===== src/rtl/instr_sequencer.sv =====
// instr_sequencer
//   Top-level control unit: drives the fetch controller, decodes each fetched
//   instruction, starts exactly one execution FSM (ALU, MOV or LDI) and holds
//   its start level until that FSM reports done, then pulses clear_sub and
//   counts the retired instruction.
//
// Ports
//   clk, rst                      clock, synchronous active-high reset
//   run                           execution enable (sampled in IDLE/CLEAR)
//   fetch_start / fetch_done      level request / completion of fetch
//   instr[15:0]                   {opcode, p1, p2}, valid with fetch_done
//   parameter1/2[5:0], subop[1:0] latched operand selects and ALU function
//   alu/mov/ldi_start, *_done     execution FSM handshakes
//   clear_sub                     one-cycle return-to-idle pulse
//   busy, halted, err             status
//   instr_count[CNTW-1:0]         retired-instruction counter (wraps)
module instr_sequencer #(
    parameter int TIMEOUT = 16,
    parameter int CNTW    = 8
) (
    input  logic            clk,
    input  logic            rst,
    input  logic            run,
    output logic            fetch_start,
    input  logic            fetch_done,
    input  logic [15:0]     instr,
    output logic [5:0]      parameter1,
    output logic [5:0]      parameter2,
    output logic [1:0]      subop,
    output logic            alu_start,
    output logic            mov_start,
    output logic            ldi_start,
    input  logic            alu_done,
    input  logic            mov_done,
    input  logic            ldi_done,
    output logic            clear_sub,
    output logic            busy,
    output logic            halted,
    output logic            err,
    output logic [CNTW-1:0] instr_count
);
    localparam int WW = $clog2(TIMEOUT + 1);

    typedef enum logic [2:0] {
        S_IDLE, S_FETCH, S_DECODE, S_EXEC, S_CLEAR, S_HALT, S_ERR
    } state_t;

    typedef enum logic [1:0] {SEL_NONE, SEL_ALU, SEL_MOV, SEL_LDI} sel_t;

    state_t        state, state_d;
    sel_t          sel, sel_d;
    logic [3:0]    opcode;
    logic [WW-1:0] wait_cnt;
    logic          wait_inc;
    logic          sel_done;
    logic          p1_ok, p2_ok;

    assign p1_ok = (parameter1 <= 6'd4);
    assign p2_ok = (parameter2 <= 6'd4);

    // Only the done of the recorded FSM is honoured.
    always_comb begin
        sel_done = 1'b0;
        case (sel)
            SEL_ALU: sel_done = alu_done;
            SEL_MOV: sel_done = mov_done;
            SEL_LDI: sel_done = ldi_done;
            default: sel_done = 1'b0;
        endcase
    end

    always_comb begin
        state_d  = state;
        sel_d    = sel;
        wait_inc = 1'b0;
        case (state)
            S_IDLE:  if (run) state_d = S_FETCH;
            S_FETCH: begin
                // done wins over a timeout in the same cycle
                if (fetch_done)                          state_d = S_DECODE;
                else if (wait_cnt == WW'(TIMEOUT - 1))   state_d = S_ERR;
                else                                     wait_inc = 1'b1;
            end
            S_DECODE: begin
                sel_d   = SEL_NONE;
                state_d = S_ERR;
                casez (opcode)
                    4'b0000: state_d = S_CLEAR;
                    4'b1111: state_d = S_HALT;
                    4'b0001: if (p1_ok && p2_ok) begin state_d = S_EXEC; sel_d = SEL_MOV; end
                    4'b0010: if (p1_ok)          begin state_d = S_EXEC; sel_d = SEL_LDI; end
                    4'b01??: if (p1_ok && p2_ok) begin state_d = S_EXEC; sel_d = SEL_ALU; end
                    default: state_d = S_ERR;
                endcase
            end
            S_EXEC: begin
                if (sel_done)                            state_d = S_CLEAR;
                else if (wait_cnt == WW'(TIMEOUT - 1))   state_d = S_ERR;
                else                                     wait_inc = 1'b1;
            end
            S_CLEAR: state_d = run ? S_FETCH : S_IDLE;
            S_HALT:  state_d = S_HALT;
            S_ERR:   state_d = S_ERR;
            default: state_d = S_IDLE;
        endcase
    end

    // Outputs are registered from the next state so they line up with the
    // state register without a combinational decode on the pins.
    always_ff @(posedge clk) begin
        if (rst) begin
            state       <= S_IDLE;
            sel         <= SEL_NONE;
            wait_cnt    <= '0;
            opcode      <= '0;
            parameter1  <= '0;
            parameter2  <= '0;
            subop       <= '0;
            instr_count <= '0;
            fetch_start <= 1'b0;
            alu_start   <= 1'b0;
            mov_start   <= 1'b0;
            ldi_start   <= 1'b0;
            clear_sub   <= 1'b0;
            busy        <= 1'b0;
            halted      <= 1'b0;
            err         <= 1'b0;
        end else begin
            state <= state_d;
            sel   <= sel_d;

            // Any state change restarts the wait count, which covers entry
            // to FETCH and EXEC.
            if (state_d != state) wait_cnt <= '0;
            else if (wait_inc)    wait_cnt <= wait_cnt + WW'(1);

            if (state == S_FETCH && fetch_done) begin
                opcode     <= instr[15:12];
                parameter1 <= instr[11:6];
                parameter2 <= instr[5:0];
                subop      <= (instr[15:14] == 2'b01) ? instr[13:12] : 2'b00;
            end

            if (state_d == S_CLEAR) instr_count <= instr_count + CNTW'(1);

            fetch_start <= (state_d == S_FETCH);
            alu_start   <= (state_d == S_EXEC) && (sel_d == SEL_ALU);
            mov_start   <= (state_d == S_EXEC) && (sel_d == SEL_MOV);
            ldi_start   <= (state_d == S_EXEC) && (sel_d == SEL_LDI);
            clear_sub   <= (state_d == S_CLEAR);
            busy        <= !(state_d inside {S_IDLE, S_HALT, S_ERR});
            halted      <= (state_d == S_HALT) || (state_d == S_ERR);
            err         <= (state_d == S_ERR);
        end
    end
endmodule

===== config.mk =====
export PLATFORM = sky130hd
export DESIGN_NAME = instr_sequencer
export DESIGN_NICKNAME = d
export VERILOG_FILES = /design/src/rtl/instr_sequencer.sv
export SDC_FILE = /design/constraint.sdc
export NUM_CORES = 1
export LEC_CHECK = 0
export ABC_AREA = 1
export CORE_ASPECT_RATIO = 0.8
export CORE_UTILIZATION = 45
export CTS_CLUSTER_DIAMETER = 100
export CTS_CLUSTER_SIZE = 25
export DETAILED_ROUTE_END_ITERATION = 8
export PLACE_DENSITY = 0.78
export RECOVER_POWER = 50
export SLEW_MARGIN = 30
export SYNTH_ARGS = -nofsm -noshare
export SYNTH_HDL_FRONTEND = slang
export SYNTH_SLANG_ARGS = --single-unit

===== constraint.sdc =====
create_clock -name clk -period 4.65 [get_ports clk]
set_input_delay 0.6975 -clock clk [delete_from_list [all_inputs] [get_ports clk]]
set_output_delay 0.6975 -clock clk [all_outputs]
set_load 0.005 [all_outputs]

; ---- After elaboration in Yosys (flattened, before gate mapping)
; Cells that the tools add are included.
; Widths: inputs -> output; s select.
[op_classes]
addsub = 2
order_cmp = 2
eq_ne = 24
muxes = 20
reduce_logical = 13
[ops]
columns = cell, count
row1 = $pmux 3 s7, 1
row2 = $eq 3x3->1 const B, 6
row3 = $mux 3, 6
row4 = $le 6x3->1 const B, 2
row5 = $pmux 3 s4, 1
row6 = $eq 3x2->1 const B, 3
row7 = $add 8x1->8 const B, 1
row8 = $eq 2x1->1 const B, 4
row9 = $eq 2x2->1 const B, 4
row10 = $mux 2, 4
row11 = $eq 3x1->1 const B, 2
row12 = $logic_not 3->1, 2
row13 = $pmux 2 s3, 1
row14 = $add 5x1->5 const B, 1
row15 = $eq 5x4->1 const B, 1
row16 = $logic_and 1x1->1, 5
row17 = $mux 1, 5
row18 = $eq 4x1->1 const B, 1
row19 = $eq 4x2->1 const B, 1
row20 = $eq 4x4->1 const B, 1
row21 = $logic_not 4->1, 1
row22 = $reduce_or 2->1, 2
row23 = $ne 3x3->1, 1
row24 = $pmux 1 s3, 1
row25 = 4 further kinds, 4
[totals]
reg_bits = 44
in_bits = 23
output_inout_bits = 30
word_cells = 77

; ---- Longest topological paths before layout
; Gate-level depths: netlist of the first run.
[logic_depth]
ltp_word = 8
depth_mapped = 15
depth_no_buf = 15

; ---- Worst setup path before layout of the first run
; No wires, ideal clock.
[synth_timing]
path_type = register to register
from = register wait_cnt[0]
to = register instr_count[0]
setup_time_ns = 0.113
arrival_ns = 1.780
t_required_ns = 4.537
setup_slack_ns = 2.757
path_stages_with_launch = 15
n_path_buf = 0
period_less_slack_ns = 1.893
path_cell_list = dfxtp_1 -> ha_1 -> nand2_1 -> nor2_1 -> ha_1 -> nor2_1 -> inv_1 -> a21boi_1 -> nand3_2 -> clkinv_4 -> nand3_4 -> nor2_2 -> nand2_1 -> nand2_1 -> nor2_1
[synth_between]
elab_chain_cells = 5
elab_cells_between_ends = 6
classes_between = 2 x eq/ne / 4 x mux
[synth_lines]
columns = element, line_no
row1 = from (decl), 53  ; logic [WW-1:0] wait_cnt;
row2 = from (signal assigned), 135  ; else if (wait_inc) wait_cnt <= wait_cnt + WW'(1);
row3 = $eq 5x4->1 (*), "81, 98"
row4 = $mux 3 (*), "81, 98"
row5 = "$mux 3, on equally long branches", "97, 80"
row6 = $pmux 3 s7 (*), 76  ; case (state)
row7 = $eq 3x3->1 (*), 144  ; if (state_d == S_CLEAR) instr_count <= instr_count + CNTW'(1);
row8 = to (signal assigned), 144
row9 = to (decl), 40  ; output logic [CNTW-1:0] instr_count
; Mark *: on every way between the ends. The rest lies on a longest branch, timed or not.
; A chain may end at the register's enable or synchronous reset.

; ---- Final worst setup path of the first run
[layout_timing]
from = input ldi_done
to = register instr_count[6]
[layout_between]
elab_chain_cells = 4
[layout_lines]
columns = element, line_no
row1 = from (decl), 35  ; input logic ldi_done,
row2 = $pmux 1 s3, 64  ; case (sel)
row3 = $mux 3, 97  ; if (sel_done) state_d = S_CLEAR;
row4 = $pmux 3 s7, 76
row5 = $eq 3x3->1, 144
; Every way passes these cells.

==> flow_metrics.env, run 1 <==
export IMPL_status="finished clean"
export IMPL_antenna_left=0
export IMPL_h_tree_depth=2
export IMPL_yosysWarnings=0
export IMPL_yosys_top_cells_area="dfxtp_1 (42%), nor2_1 (10%), nand2_1 (9.2%)"
export IMPL_drc=0
export IMPL_cts_hold_buf=0
export IMPL_fin_crit_ns=2.60
export IMPL_drv_cap=0
export IMPL_yosys_register_bits=44
export IMPL_clockRootBuffer="clkbuf_8"
export IMPL_yosys_area_top_type="dfxtp_1"
export IMPL_crit_path_start_kind="input pin"
export IMPL_slowest_stage="a21oi_1"
export IMPL_cp_cell_sequence="dlygate4sd3_1 -> nand2_1 -> nand3_1 -> nand2_1 -> nand3_1 -> nand2_1 -> a21oi_1 -> nand3_2 -> nand2_1 -> a21oi_1"
export IMPL_p_leak_nw=1.21
export IMPL_numPortBuffers=52
export IMPL_arrival_ns=2.76
export IMPL_hp_start="subop[1]"
export IMPL_syn_inst=291
export IMPL_cts_setup_buffers=0
export IMPL_hp_class="register to register"
export IMPL_whs_endpoint="subop[1]"
export IMPL_instances_no_fill=399
export IMPL_post_route_period_util=0.558
export IMPL_crit_fanout=11
export IMPL_ctsResizeCount=0
export IMPL_hpwl_mm=3.19
export IMPL_coreArea_sq_mm=0.00431
export IMPL_hold_viol=0
export IMPL_cts_tree="built"
export IMPL_setup_violations=0
export IMPL_irDropWorstVdd_mv=0.208
export IMPL_r2r_cells=11
export IMPL_fin_skew_ns=0.00556
export IMPL_power_density_mw_per_mm2=312
export IMPL_overflow=0
export IMPL_grt_pass1_wl_mm=7.45
export IMPL_syn_nets=317
export IMPL_worstSetupPathType="input pin to register"
export IMPL_num_rows=21
export IMPL_ios=53
export IMPL_slew_violations=0
export IMPL_grt_max_degree=23
export IMPL_place_area_sq_mm=0.00263
export IMPL_rsz0062_at_grt="false"
export IMPL_track_usage=0.192
export IMPL_crit_top_cell="nand2_1"
export IMPL_clock_latency_ns=0.30
export IMPL_worst_pin_slew_ns=0.842
export IMPL_layout_nets=367
export IMPL_gp_congestion=0.810
export IMPL_clk_pin_slew_ns=0.08
export IMPL_clock_tree_buffer_depth=2
export IMPL_synth_seq_area_share=0.423
export IMPL_fillers=424
export IMPL_first_iter_violations=109
export IMPL_start_util=0.483
export IMPL_grt_pass1_vias=1722
export IMPL_antenna_cells=0
export IMPL_synth_top_area_frac=0.423
export IMPL_die_x_um=78.0
export IMPL_synth_area_sq_mm=0.00208
export IMPL_antenna_found_initial=0
export IMPL_final_common_cell="nor2_1"
export IMPL_dr_pass1_iters=4
export IMPL_final_cell_mix="nor2_1 (57), nand2_1 (51), dfxtp_1 (44), inv_1 (35), dlygate4sd3_1 (32)"
export IMPL_path_buf_inv=1
export IMPL_critPathLaunch="ldi_done"
export IMPL_fin_setup_tns_ns=0
export IMPL_wire_per_inst_um=10.8
export IMPL_max_stage_delay_ns=0.66
export IMPL_wirelength_mm=4.30
export IMPL_cts_sinks=44
export IMPL_stdcell_area_sq_mm=0.00272
export IMPL_viasPerCell=4.82
export IMPL_endpoint_kind="register"
export IMPL_die_area_sq_mm=0.00490
export IMPL_crit_family="simple AND/OR/NAND/NOR gates"
export IMPL_syn_to_final_growth_pct=30.5
export IMPL_r2r_start="wait_cnt[0]"
export IMPL_reg2reg_to="instr_count[6]"
export IMPL_vias=1923
export IMPL_drive_above_1_share=0.0614
export IMPL_timing_slew_headroom=0.439
export IMPL_fmax_ghz=0.385
export IMPL_worstHoldPathCells=2
export IMPL_worstPathRequired_ns=4.81
export IMPL_post_place_cells=391
export IMPL_die_h_um=62.8
export IMPL_r2r_slack_ns=2.21
export IMPL_synth_avg_cell_area_sq_um=7.15
export IMPL_cts_buffers=5
export IMPL_synth_cell_types=31
-- cells by family (layout without fill, tap and decap cells) --
group	Yosys count	count (layout)	share of synthesized area
and+or+nand+nor	146	146	0.312
adders and majority gates	3	3	0.0180
xor gates and xnor gates	8	8	0.0337
AOI/OAI and AO/OA	41	41	0.106
muxes	3	3	0.0150
buffers and inverters	46	97	0.0914
DFF	44	44	0.423
-- cell type report --
| cell class | instances | area (sq um) | share of cell area |
|---|---|---|---|
| clock buffers | 6 | 82.6 | 0.0304 |
| clock inverters | 2 | 10.0 | 0.00369 |
| inverters | 37 | 144 | 0.0530 |
| multi-input cells | 201 | 1010 | 0.371 |
| flip-flops and latches | 44 | 881 | 0.324 |
| well taps | 57 | 71.3 | 0.0263 |
| repair buffers | 52 | 520 | 0.192 |
-- per-layer routing --
metal | vias up | wire [um] | global-route usage
li1 | 1028 | - | -
met1 | 849 | 2250 | 0.267
met5 | - | 0 | 0
met2 | 39 | 1790 | 0.288
met3 | 7 | 189 | 0.0409
met4 | 0 | 64 | 0.0810
-- cells in the mapped netlist (all sizes together) --
library cell / n
nand4: 7
mux2i: 2
dfxtp: 44
nand2: 52
inv: 36
a21boi: 1
xor2: 6
and3: 1
clkinv: 1
o21ai: 19
xnor2: 2
nor3: 2
ha: 3
nor4: 1
a21o: 1
nand3: 23
buf: 3
mux2: 1
a21oi: 20
clkbuf: 6
nor2: 60
-- power breakdown --
group / switching, W / internal, W / leakage, nW / total, W
registers: 0.0000167 / 0.000400 / 0.357 / 0.000417
clock network: 0.000127 / 0.000119 / 0.0510 / 0.000246
logic: 0.000106 / 0.0000778 / 0.799 / 0.000184
-- worst min-delay path, cell delays in order, from the launching register on --
cell and delay [ns]:
dfxtp_1 0.32, nand2_1 0.06, a21oi_1 0.05
-- stage by stage --
stage	util	setup slack (ns)	total power (W)	hold WS [ns]
2_1_floorplan	-	2.76	0.000547	0.456
3_3_place_gp	0.609	1.78	0.000617	0.460
3_5_place_dp	0.609	1.71	0.000619	0.459
4_1_cts	0.631	2.03	0.000865	0.473
5_1_grt	0.630	1.80	0.000907	0.486
6_report	0.630	2.05	0.000847	0.473
-- sequential cells by signal (all words and copies together), names as in the netlist, 2 cells and up --
| register | cells |
|---|---|
| instr_count | 8 |
| parameter1 | 6 |
| parameter2 | 6 |
| wait_cnt | 5 |
| opcode | 4 |
| state | 3 |
| sel | 2 |
| subop | 2 |
-- worst max-delay path by stage --
stage / cells after the start / endpoint / slack [ns]
after detailed placement: 6 / parameter1[4] / 1.71
final: 10 / instr_count[6] / 2.05
after CTS: 6 / parameter2[2] / 2.03
after global placement: 6 / parameter2[4] / 1.78
after floorplan: 14 / instr_count[0] / 2.76
after global routing: 6 / parameter2[2] / 1.80
No activity file was read; power rests on OpenSTA's default activity.
==> run 2, diff against run 1 <==
CORE_UTILIZATION = 44   (was 45)
PLACE_DENSITY = 0.8   (was 0.78)
clock period = 2.18 ns   (was 4.65 ns; I/O delays follow)
==> run 2 against run 1 <==
Against the previous run: die area is 2.2% higher; clock power increased to 2.7 times the previous value; combinational power grew 140%; wire length increased by 8.4%; critical path type is now register to register; cell area increased by 3.4%; flip-flop and latch count unchanged; worst setup slack lost 1.9 ns; hold slack got worse by 0.00078 ns; utilization up 1.4 points; sequential share of layout area is 1.1 points lower; via count increased by 3.8%.
==> flow_metrics.env, run 2 (synthesis gave the netlist of run 1 again) <==
export IMPL_status="finished clean"
export IMPL_slew_violations=0
export IMPL_cts_buffers=5
export IMPL_h_tree_depth=2
export IMPL_hold_viol=0
export IMPL_drc=0
export IMPL_irDropWorstVdd_mv=0.343
export IMPL_setup_violations=0
export IMPL_numPortBuffers=52
export IMPL_final_cell_mix="nor2_1 (56), nand2_1 (51), dfxtp_1 (44), inv_1 (35), dlygate4sd3_1 (30)"
export IMPL_clk_pin_slew_ns=0.09
export IMPL_antenna_left=0
export IMPL_worst_pin_slew_ns=0.615
export IMPL_drt_met1_wl_mm=2.27
export IMPL_grt_max_degree=23
export IMPL_hold_ws_ns=0.472
export IMPL_timing_slew_headroom=0.590
export IMPL_fillers=421
export IMPL_layout_nets=374
export IMPL_num_rows=21
export IMPL_hpwl_mm=3.41
export IMPL_crit_path_start_kind="register"
export IMPL_highest_layer="met4"
export IMPL_coreArea_sq_mm=0.00436
export IMPL_dr_pass1_iters=4
export IMPL_crit_fanout=8
export IMPL_track_usage=0.202
export IMPL_first_iter_violations=79
export IMPL_cts_tree="built"
export IMPL_hp_class="register to register"
export IMPL_finalCoreUtilization=0.644
export IMPL_grt_pass1_vias=1885
export IMPL_antenna_found_initial=0
export IMPL_path_buf_inv=2
export IMPL_max_stage_delay_ns=0.34
export IMPL_drv_cap=0
export IMPL_wire_per_inst_um=11.5
export IMPL_overflow=0
export IMPL_crit_family="simple AND/OR/NAND/NOR gates"
export IMPL_power_density_mw_per_mm2=705
export IMPL_wl_met2_mm=2.09
export IMPL_crit_top_cell="nand2_1"
export IMPL_viasPerCell=4.92
export IMPL_ios=53
export IMPL_die_h_um=63.5
export IMPL_gp_congestion=0.861
export IMPL_syn_to_final_growth_pct=34.9
export IMPL_fin_crit_ns=2.01
export IMPL_largest_register_ffs=8
export IMPL_largestRegisters="instr_count x8, parameter1 x6, parameter2 x6"
export IMPL_post_route_period_util=0.921
export IMPL_regArea_sq_um=881
export IMPL_die_area_sq_mm=0.00501
export IMPL_fin_skew_ns=0.0125
export IMPL_wl_met3_um=239
export IMPL_post_place_cells=396
export IMPL_fmax_ghz=0.498
export IMPL_start_util=0.477
export IMPL_wirelength_mm=4.66
export IMPL_instances_no_fill=406
export IMPL_grt_pass1_wl_mm=7.92
export IMPL_regMostFlops="instr_count"
export IMPL_antenna_cells=0
export IMPL_cp_cell_sequence="ha_1 -> nand2_1 -> nor2_1 -> ha_1 -> nor2_2 -> inv_1 -> a21boi_2 -> nand3_2 -> clkinv_4 -> nand3_4 -> nor2_4 -> nand2_1 -> nand2_1 -> nor2_1"
export IMPL_final_common_cell="nor2_1"
export IMPL_p_leak_nw=1.25
export IMPL_drive_above_1_share=0.0860
export IMPL_cts_sinks=44
export IMPL_worstPathRequired_ns=2.37
export IMPL_slowest_stage="dfxtp_1"
export IMPL_clockRootBuffer="clkbuf_8"
export IMPL_endpoint_kind="register"
export IMPL_vias=1996
export IMPL_die_x_um=78.9
export IMPL_multi_input_area_sq_mm=0.00102
export IMPL_clock_tree_buffer_depth=2
export IMPL_arrival_ns=2.20
export IMPL_worstSetupPathType="register to register"
export IMPL_clock_latency_ns=0.30
[run 2: cell types whose count changed in the layout (fill, tap and decap cells not counted), sizes merged]
cell and change:
clkdlybuf4s50 +2, bufinv +1, clkbuf +1, dlygate4sd3 -2, buf +6, clkinv -1
[run 2: worst reg2reg max path, delay by kind of cell, from the launching register on]
| family | cells | cell delay, ns |
|---|---|---|
| adders and majority gates | 2 | 0.40 |
| DFF | 1 | 0.34 |
| AOI/OAI and AO/OA | 1 | 0.15 |
| and+or+nand+nor | 9 | 0.80 |
| buffers and inverters | 2 | 0.21 |
[run 2: metrics by stage]
stage	power (W)	area (sq um)	setup WS (ns)	setup TNS, ns
floorplan	0.00117	2080	0.287	0
global placement	0.00133	2660	0.224	0
detailed placement	0.00134	2660	0.133	0
CTS	0.00200	2790	0.0948	0
global route	0.00210	2810	-0.00851	-0.00851
finish	0.00198	2810	0.173	0
[run 2: final cells by class]
type                    count  share of cell area
well taps                  57              0.0254
flip-flops and latches     44               0.314
multi-input cells         201               0.364
inverters                  37              0.0512
clock buffers               6              0.0294
repair buffers             59               0.203
clock inverters             2              0.0138
[run 2: per-layer routing]
layer  up-vias  GRT usage
met5         -          0
met4         0     0.0818
met3         7     0.0464
met2        47      0.327
met1       902      0.258
li1       1040          -
[run 2: final timing paths]
check | slack (ns) | to | depth (start not counted) | startpoint
worst min register to register | 0.47 | parameter1[4] | 2 | parameter1[4]
worst min-delay path | 0.47 | parameter1[4] | 2 | parameter1[4]
worst max register to register | 0.17 | instr_count[1] | 14 | wait_cnt[0]
worst max-delay path | 0.17 | instr_count[1] | 14 | wait_cnt[0]
[run 2: power breakdown]
part / internal, W / switching [W] / leakage [nW]
sequential: 0.000854 / 0.0000371 / 0.357
clock: 0.000375 / 0.000281 / 0.0614
combinational: 0.000189 / 0.000244 / 0.830
total: 0.00142 / 0.000562 / 1.25
[run 2: repair_timing]
| item | 4_1_cts | 5_1_grt |
|---|---|---|
| hold buffers | 0 | 0 |
| endpoints found under the setup margin | 0 | 3 |
| resized for setup | 0 | 3 |
| buffers inserted | 0 | 2 |
